===== config.mk =====
export PLATFORM = sky130hd
export DESIGN_NAME = hazard_ctrl
export DESIGN_NICKNAME = d
export VERILOG_FILES = /design/src/rtl/hazard_ctrl_pkg.sv /design/src/rtl/hazard_ctrl.sv
export SDC_FILE = /design/constraint.sdc
export NUM_CORES = 1
export LEC_CHECK = 0
export ABC_CLOCK_PERIOD_IN_PS = 3700
export CAP_MARGIN = 10
export CORE_MARGIN = 2
export CORE_UTILIZATION = 48
export DETAILED_ROUTE_END_ITERATION = 6
export HOLD_SLACK_MARGIN = 0.02
export PLACE_DENSITY = 0.88
export SLEW_MARGIN = 20
export SYNTH_ARGS = -nofsm -noshare
export SYNTH_HDL_FRONTEND = slang
export SYNTH_SLANG_ARGS = --single-unit

===== constraint.sdc =====
create_clock -name clk -period 3.7 [get_ports clk]
set_clock_uncertainty 0.15 [all_clocks]
set_input_delay 0.37 -clock clk [delete_from_list [all_inputs] [get_ports clk]]
set_output_delay 0.37 -clock clk [all_outputs]
set_load 0.02 [all_outputs]

===== src/rtl/hazard_ctrl_pkg.sv =====
// Shared pipeline definitions: hazard FSM encoding and multi-cycle-op latency bounds.
package hazard_ctrl_pkg;

    localparam int MDU_LAT_MIN = 1;
    localparam int MDU_LAT_MAX = 16;
    localparam int MDU_LAT_DEF = 4;
    localparam int CNT_W       = $clog2(MDU_LAT_MAX);
    localparam int STAT_W      = 16;

    typedef enum logic {
        S_RUN = 1'b0,
        S_MDU = 1'b1
    } state_t;

endpackage


===== src/rtl/hazard_ctrl.sv =====
// Pipeline hazard controller: load-use stall, branch flush, multi-cycle op stall
// and memory wait, with a saturating count of PC-stall cycles.
module hazard_ctrl
    import hazard_ctrl_pkg::*;
#(
    parameter int MDU_LAT = MDU_LAT_DEF
) (
    input  logic              clk,
    input  logic              rst,
    input  logic [4:0]        id_rs,
    input  logic [4:0]        id_rt,
    input  logic              id_uses_rt,
    input  logic              ex_mem_read,
    input  logic [4:0]        ex_rt,
    input  logic              branch_taken,
    input  logic              mdu_start,
    input  logic              mem_busy,
    input  logic              stat_clr,
    output logic              pc_write,
    output logic              IF_ID_write,
    output logic              flush,
    output logic              ID_EX_write,
    output logic              ID_EX_bubble,
    output logic              EX_MEM_write,
    output logic              EX_MEM_bubble,
    output logic [STAT_W-1:0] stall_cnt
);

    // Entry cycle is itself a stall, so the counter covers the remaining MDU_LAT-2 stalls.
    localparam bit             MDU_STALLS = (MDU_LAT > 1);
    localparam logic [CNT_W-1:0] CNT_LOAD = MDU_STALLS ? CNT_W'(MDU_LAT - 2) : '0;

    state_t            state_reg, state_next;
    logic [CNT_W-1:0]  cnt_reg, cnt_next;
    logic [STAT_W-1:0] stall_cnt_reg, stall_cnt_next;

    logic mdu_stall;
    logic load_use;

    assign load_use = ex_mem_read && (ex_rt != 5'd0) &&
                      ((ex_rt == id_rs) || (id_uses_rt && (ex_rt == id_rt)));

    always_ff @(posedge clk or negedge rst) begin
        if (!rst) begin
            state_reg     <= S_RUN;
            cnt_reg       <= '0;
            stall_cnt_reg <= '0;
        end else begin
            state_reg     <= state_next;
            cnt_reg       <= cnt_next;
            stall_cnt_reg <= stall_cnt_next;
        end
    end

    always_comb begin
        state_next = state_reg;
        cnt_next   = cnt_reg;
        mdu_stall  = 1'b0;
        case (state_reg)
            S_RUN: begin
                if (mdu_start && MDU_STALLS) begin
                    mdu_stall  = 1'b1;
                    cnt_next   = CNT_LOAD;
                    state_next = S_MDU;
                end
            end
            S_MDU: begin
                if (cnt_reg != '0) begin
                    // Countdown continues under mem_busy; only the exit waits for memory.
                    mdu_stall = 1'b1;
                    cnt_next  = cnt_reg - 1'b1;
                end else if (!mem_busy) begin
                    state_next = S_RUN;
                end
            end
            default: begin
                state_next = S_RUN;
                cnt_next   = '0;
            end
        endcase
    end

    always_comb begin
        pc_write      = 1'b1;
        IF_ID_write   = 1'b1;
        flush         = 1'b0;
        ID_EX_write   = 1'b1;
        ID_EX_bubble  = 1'b0;
        EX_MEM_write  = 1'b1;
        EX_MEM_bubble = 1'b0;
        if (!rst || mem_busy) begin
            pc_write     = 1'b0;
            IF_ID_write  = 1'b0;
            ID_EX_write  = 1'b0;
            EX_MEM_write = 1'b0;
        end else if (mdu_stall) begin
            pc_write      = 1'b0;
            IF_ID_write   = 1'b0;
            ID_EX_write   = 1'b0;
            EX_MEM_bubble = 1'b1;
        end else if (load_use) begin
            pc_write     = 1'b0;
            IF_ID_write  = 1'b0;
            ID_EX_bubble = 1'b1;
        end else if (branch_taken) begin
            flush = 1'b1;
        end
    end

    always_comb begin
        stall_cnt_next = stall_cnt_reg;
        if (stat_clr) begin
            stall_cnt_next = '0;
        end else if (!pc_write && (stall_cnt_reg != {STAT_W{1'b1}})) begin
            stall_cnt_next = stall_cnt_reg + 1'b1;
        end
    end

    assign stall_cnt = stall_cnt_reg;

endmodule


==> results.sh <==
export IMPL_outcome="complete, no violations"
export IMPL_cpMaxStageDelayCell="clkdlybuf4s50_1"
export IMPL_critPathMaxStageDelay_ns=0.59
export IMPL_clockBufferDepth=2
export IMPL_numPortBuffers=45
export IMPL_layout_setup_ws_ns=0.454
export IMPL_synth_net_count=167
export IMPL_dp_hpwl_um=2480
export IMPL_cts_htree_levels=1
export IMPL_clk_latency_ns=0.30
export IMPL_cts_setup_buffers=0
export IMPL_die_area_sq_um=3190
export IMPL_yosysUniqueCellTypes=39
export IMPL_fp_dieW_um=56.4
export IMPL_first_iter_violations=24
export IMPL_ys_seq_area_frac=0.398
export IMPL_area_growth_synth_to_final_pct=35.2
export IMPL_wl_um=3230
export IMPL_whs_ns=0.274
export IMPL_vias=1257
export IMPL_hold_buffers=0
export IMPL_hold_violations=0
export IMPL_cts_buffers=3
export IMPL_crit_fanout=7
export IMPL_syn_area_per_cell_sq_um=9.30
export IMPL_p_leak_uw=0.000669
export IMPL_utilization=0.664
export IMPL_clock_sinks=21
export IMPL_synthFlopType="dfrtp_1"
export IMPL_dp_slack_ns=0.453
export IMPL_fp_dieH_um=56.4
export IMPL_place_gp_congestion=0.800
export IMPL_timing_final_crit_share=0.877
export IMPL_cap_viol_max_count=0
export IMPL_cpMostUsedCell="clkdlybuf4s50_1"
export IMPL_worst_path_buf_inv=2
export IMPL_max_slew_margin=0.412
export IMPL_ys_ff_latch=21
export IMPL_tightest_slew_ns=0.881
export IMPL_hp_class="input port to async pin"
export IMPL_antenna_found_initial=0
export IMPL_rsz0062_at_grt="no"
export IMPL_cp_depth=6
export IMPL_arrival_ns=2.73
export IMPL_rows=19
export IMPL_drc=0
export IMPL_initial_core_util=0.491
export IMPL_period_minus_slack_ns=3.25
export IMPL_track_usage=0.209
export IMPL_pwr_density_cell_nw_per_um2=387
export IMPL_dr_pass1_iters=4
export IMPL_ys_warn_count=0
export IMPL_synth_edf_count=0
export IMPL_nets=213
export IMPL_largest_register_ffs=16
export IMPL_netlist_instances=142
export IMPL_wl_per_cell_um=14.8
export IMPL_path_delay_family="buffers and inverters"
export IMPL_setup_viol=0
export IMPL_endpoint_kind="output pin"
export IMPL_final_antenna_net_count=0
export IMPL_grt_pass1_vias=1248
export IMPL_peakVddDrop_uv=369
export IMPL_core_area_sq_um=2690
export IMPL_path_clk_slew_ns=0.11
export IMPL_synth_area_sq_um=1320
export IMPL_clockRootBuffer="clkbuf_4"
export IMPL_rr_worst_depth=8
export IMPL_drive_above_1_share=0.112
export IMPL_io_pins=46
export IMPL_critical_path_class="input port to output pin"
export IMPL_cp_required_ns=3.18
export IMPL_viasPerCell=5.77
export IMPL_grt_pass1_wl_um=5360
export IMPL_cts_tree="done"
export IMPL_drv_slew=0
export IMPL_gr_total_overflow=0
export IMPL_grt_max_degree=27
export IMPL_timing_fmax_mhz=308
export IMPL_cts_resized=0
export IMPL_setup_tns_ns=0
export IMPL_startpoint_type="input port"
export IMPL_n_antenna_cell=0
export IMPL_synthArstFlopShare=1.00
export IMPL_crit_chain="clkdlybuf4s50_1 > or4_1 > o21a_1 > a21oi_1 > and2_1 > clkdlybuf4s50_1"
cell usage after synthesis, types with 2 or more instances:
master | count | area share
or4_2 | 2 | 0.013
nand2_1 | 14 | 0.040
nand4_1 | 3 | 0.014
or4_1 | 5 | 0.028
o22ai_1 | 2 | 0.0095
inv_1 | 6 | 0.017
ha_1 | 2 | 0.019
o21ai_0 | 9 | 0.034
o31ai_1 | 6 | 0.034
nand3_1 | 8 | 0.030
xnor2_1 | 11 | 0.073
dfrtp_1 | 21 | 0.40
a21oi_1 | 15 | 0.057
or3_2 | 8 | 0.045
and3_2 | 2 | 0.011
and2_1 | 2 | 0.0095
nor2_1 | 3 | 0.0085
nand2b_1 | 2 | 0.0095
final cells by class:
type                    count  area [sq um]
flip-flops and latches     21           526
inverters                   6          22.5
repair buffers             46           458
clock buffers               4          26.3
multi-input cells         110           713
fillers                   218           902
well taps                  31          38.8
worst reg2reg max path, cell delays in order (launching register included):
cell and delay [ns]:
dfrtp_1 0.40, inv_1 0.06, ha_1 0.21, nor3b_1 0.16
o211ai_2 0.26, o32a_1 0.20, o21ai_2 0.24, or4_2 0.69
a21oi_1 0.15
where the power goes:
group	switching, uW	internal, uW	leakage [uW]
Clock	67.0	42.1	0.0000150
Combinational	142	135	0.000375
Sequential	38.2	266	0.000280
metal layers:
layer  global-route usage  up-vias  share of wire
met5                    0        -              0
met4               0.0850        0          0.016
met3               0.0461        7          0.080
met1                0.234      581           0.40
li1                     -      615              -
met2                0.377       54           0.50
cell usage in the layout (no fill, tap or decap), types with 2 or more instances in the layout:
cell	netlist	layout
ha_1	2	2
nand4_1	3	3
nor2_1	3	3
or4_2	2	2
a21oi_1	15	15
clkdlybuf4s50_1	0	45
and2_1	2	2
or3_2	8	8
xnor2_1	11	11
nand2_1	14	14
dfrtp_1	21	21
or4_1	5	5
o22ai_1	2	2
and3_2	2	2
o31ai_1	6	6
o21ai_0	9	9
nand3_1	8	8
inv_1	6	6
clkbuf_4	0	3
nand2b_1	2	2
final timing paths:
kind	start	slack [ns]	to
worst min-delay path	rst	0.27	stall_cnt[8]$_DFFE_PN0P_
max in group asynchronous	rst	2.91	cnt_reg[3]$_DFFE_PN0P_
min in group clk	state_reg$_DFF_PN0_	0.39	state_reg$_DFF_PN0_
worst max-delay path	ex_rt[1]	0.45	flush
worst max register to register	cnt_reg[0]$_DFFE_PN0P_	1.12	stall_cnt[5]$_DFFE_PN0P_
worst min register to register	state_reg$_DFF_PN0_	0.39	state_reg$_DFF_PN0_
metrics by stage:
| stage | cell area, sq um | instances | total power, uW |
|---|---|---|---|
| 6_report | 1780 | 218 | 691 |
| 5_1_grt | 1780 | 218 | 739 |
| 4_1_cts | 1780 | 218 | 694 |
| 3_5_place_dp | 1760 | 214 | 586 |
| 3_3_place_gp | 1760 | 214 | 570 |
| 2_1_floorplan | 1320 | 142 | 495 |
cells by family after synthesis:
logic type | Yosys count | synth area share
buffers and inverters | 11 | 0.0616
XOR/XNOR | 12 | 0.0796
multiplexers | 2 | 0.0161
adder cells (fa/ha/maj) | 2 | 0.0190
flip-flops | 21 | 0.398
AO/OA/AOI/OAI | 38 | 0.176
AND/OR/NAND/NOR | 56 | 0.249
Note: power is estimated with default switching activity, not from simulation.
==> RTL change (same flow settings) <==
Register the output `stall_cnt` once more, without a reset; this adds one clock of latency there. The other outputs are not delayed to match.
--- a/src/rtl/hazard_ctrl.sv
+++ b/src/rtl/hazard_ctrl.sv
@@ -117,5 +117,7 @@
     end
 
-    assign stall_cnt = stall_cnt_reg;
+    always_ff @(posedge clk) begin
+        stall_cnt <= stall_cnt_reg;
+    end
 
 endmodule
Function: changed (Yosys sat finds a counterexample within 4 cycles, from zero or initial values and one cycle with rst low).
==> RTL change against the original RTL <==
Largest power group unchanged. Sequential share of layout area up 9.2 points. Power is 34% higher. Final area is 23% higher. Worst hold slack worse by 3.0 ps. Clock power grew 85%. Die area up 25%. Critical path depth up 2. Setup slack got worse by 85 ps. Routed wire length increased by 0.25%. Synthesized area grew 27%. Critical path type is now flip-flop to primary output. Non-clock buffer count rose by 1. Sequential cell count rose by 16. Count of clock-buffer cells in the layout increased by 1.
==> RTL change: results (changes against the original RTL) <==
- Largest net degree at the start of global routing: 30 (+11%)
- R2R Setup Slk: 960 ps (-160 ps)
- Total GRT Usage: 0.175 (-0.0333)
- Hold WC Path Type: flip-flop to flip-flop
- Slew headroom: 0.423 (+0.0111)
- DP Wirelength: 2330 um (-6.1%)
- Max reg flops: 32 (+16)
- Synthesized Nets: 192 (+15%)
- Antenna cell count: 0 (unchanged)
- Initial antenna violation count: 0 (unchanged)
- R2R cell count: 9 (+1)
- Worst EP arrival: 2810 ps (+80 ps)
- Post-Synth Adder-Cell Area: 0.0150 (-0.00400)
- Post-synthesis mux area share: 0.0344 (+0.0183)
- Placed cell areas: 2130 um^2 (+21%)
- Post-CTS sizing: 0 (unchanged)
- CTS Buf Count: 5 (+2)
- Leakage power: 0.850 nW (+27%)
- WHS: 271 ps (-3.02 ps)
- Worst VDD drop: 0.202 mV (-45%)
- Pre-CTS setup slack: 688 ps (+235 ps)
- Synth cell count leaders: dfrtp_1 (21), dfxtp_1 (16), a21oi_1 (13), nand2_1 (12)
- Xor/xnor share of the synthesized area: 0.0524 (-0.0273)
- Final cell count without fillers: 258 (+18%)
- Synth area leaders: dfrtp_1 (31%), dfxtp_1 (19%), o31ai_1 (4.9%)
- GPL Wtd Cong: 0.699 (-13%)
- H-tree levels: 2 (+1)
- Global-route wire length before repair: 5560 um (+3.7%)
- Post-Synthesis Cells: 167 (+18%)
- Launch point of the worst path: cnt_reg[0]$_DFFE_PN0P_
- Register area share after synthesis: 0.506 (+0.108)
- Vias/cell: 5.44 (-5.6%)
- Wirelength per Cell: 12.5 um (-15%)
- Status: finished clean
- Fin crit share: 0.900 (+0.0231)
- Net switching power: 0.293 mW (+18%)
- Synth Area in Compound Gates: 0.128 (-0.0484)
- Clock slew seen by the registers of the worst setup and hold paths: 100 ps
- Final net count: 236 (+11%)
- Number of global-route vias before repair: 1279 (+2.5%)
- Asr flop ratio synth: 0.568 (-0.432)
- Inst Count DP: 250 (+17%)
- Share of cells above drive strength 1: 0.0708 (-0.0415)
- Iter 0 DRT Violations: 69 (+190%)
- Clk Latency, worst-skew pair: 340 ps (+40 ps)
- CP max FO: 5 (-2)
- R2R Path End: stall_cnt_reg[7]$_DFFE_PN0P_
RTL change: power groups by stage:
| stage | registers (mW) | logic, mW | clock network [mW] |
|---|---|---|---|
| after floorplan | 0.480 | 0.165 | 0 |
| final | 0.478 | 0.243 | 0.202 |
| after global placement | 0.485 | 0.235 | 0 |
| after CTS | 0.478 | 0.245 | 0.209 |
| after global routing | 0.485 | 0.275 | 0.224 |
| after detailed placement | 0.486 | 0.244 | 0 |
RTL change: kinds of logic after synthesis:
| family | Yosys count |
|---|---|
| adders and majority gates | 2 |
| and+or+nand+nor | 64 |
| AOI/OAI and AO/OA | 35 |
| buffers and inverters | 14 |
| DFF | 37 |
| muxes | 5 |
| xor gates and xnor gates | 10 |
RTL change: metal layers:
metal	wire (um)	up-vias	GRT usage	part of all wire
li1	-	696	-	-
met1	1380	651	0.214	0.43
met2	1600	51	0.283	0.49
met3	197	6	0.0523	0.061
met4	52	0	0.0833	0.016
met5	0	-	0	0
RTL change: worst max-delay path, stage by stage, from the launching register on:
cell and delay (ps):
dfrtp_1 420, inv_1 70, ha_1 180, or3b_1 400, mux2i_2 270, and2_1 240, o21a_2 190, and2_1 120
clkdlybuf4s50_1 590
RTL change: final cells by class:
type	instances	area [um^2]
multi-input cells	116	751
flip-flops and latches	37	846
clock buffers	5	37.5
well taps	46	57.6
clock inverters	3	17.5
repair buffers	47	465
inverters	4	15.0
fillers	275	1150
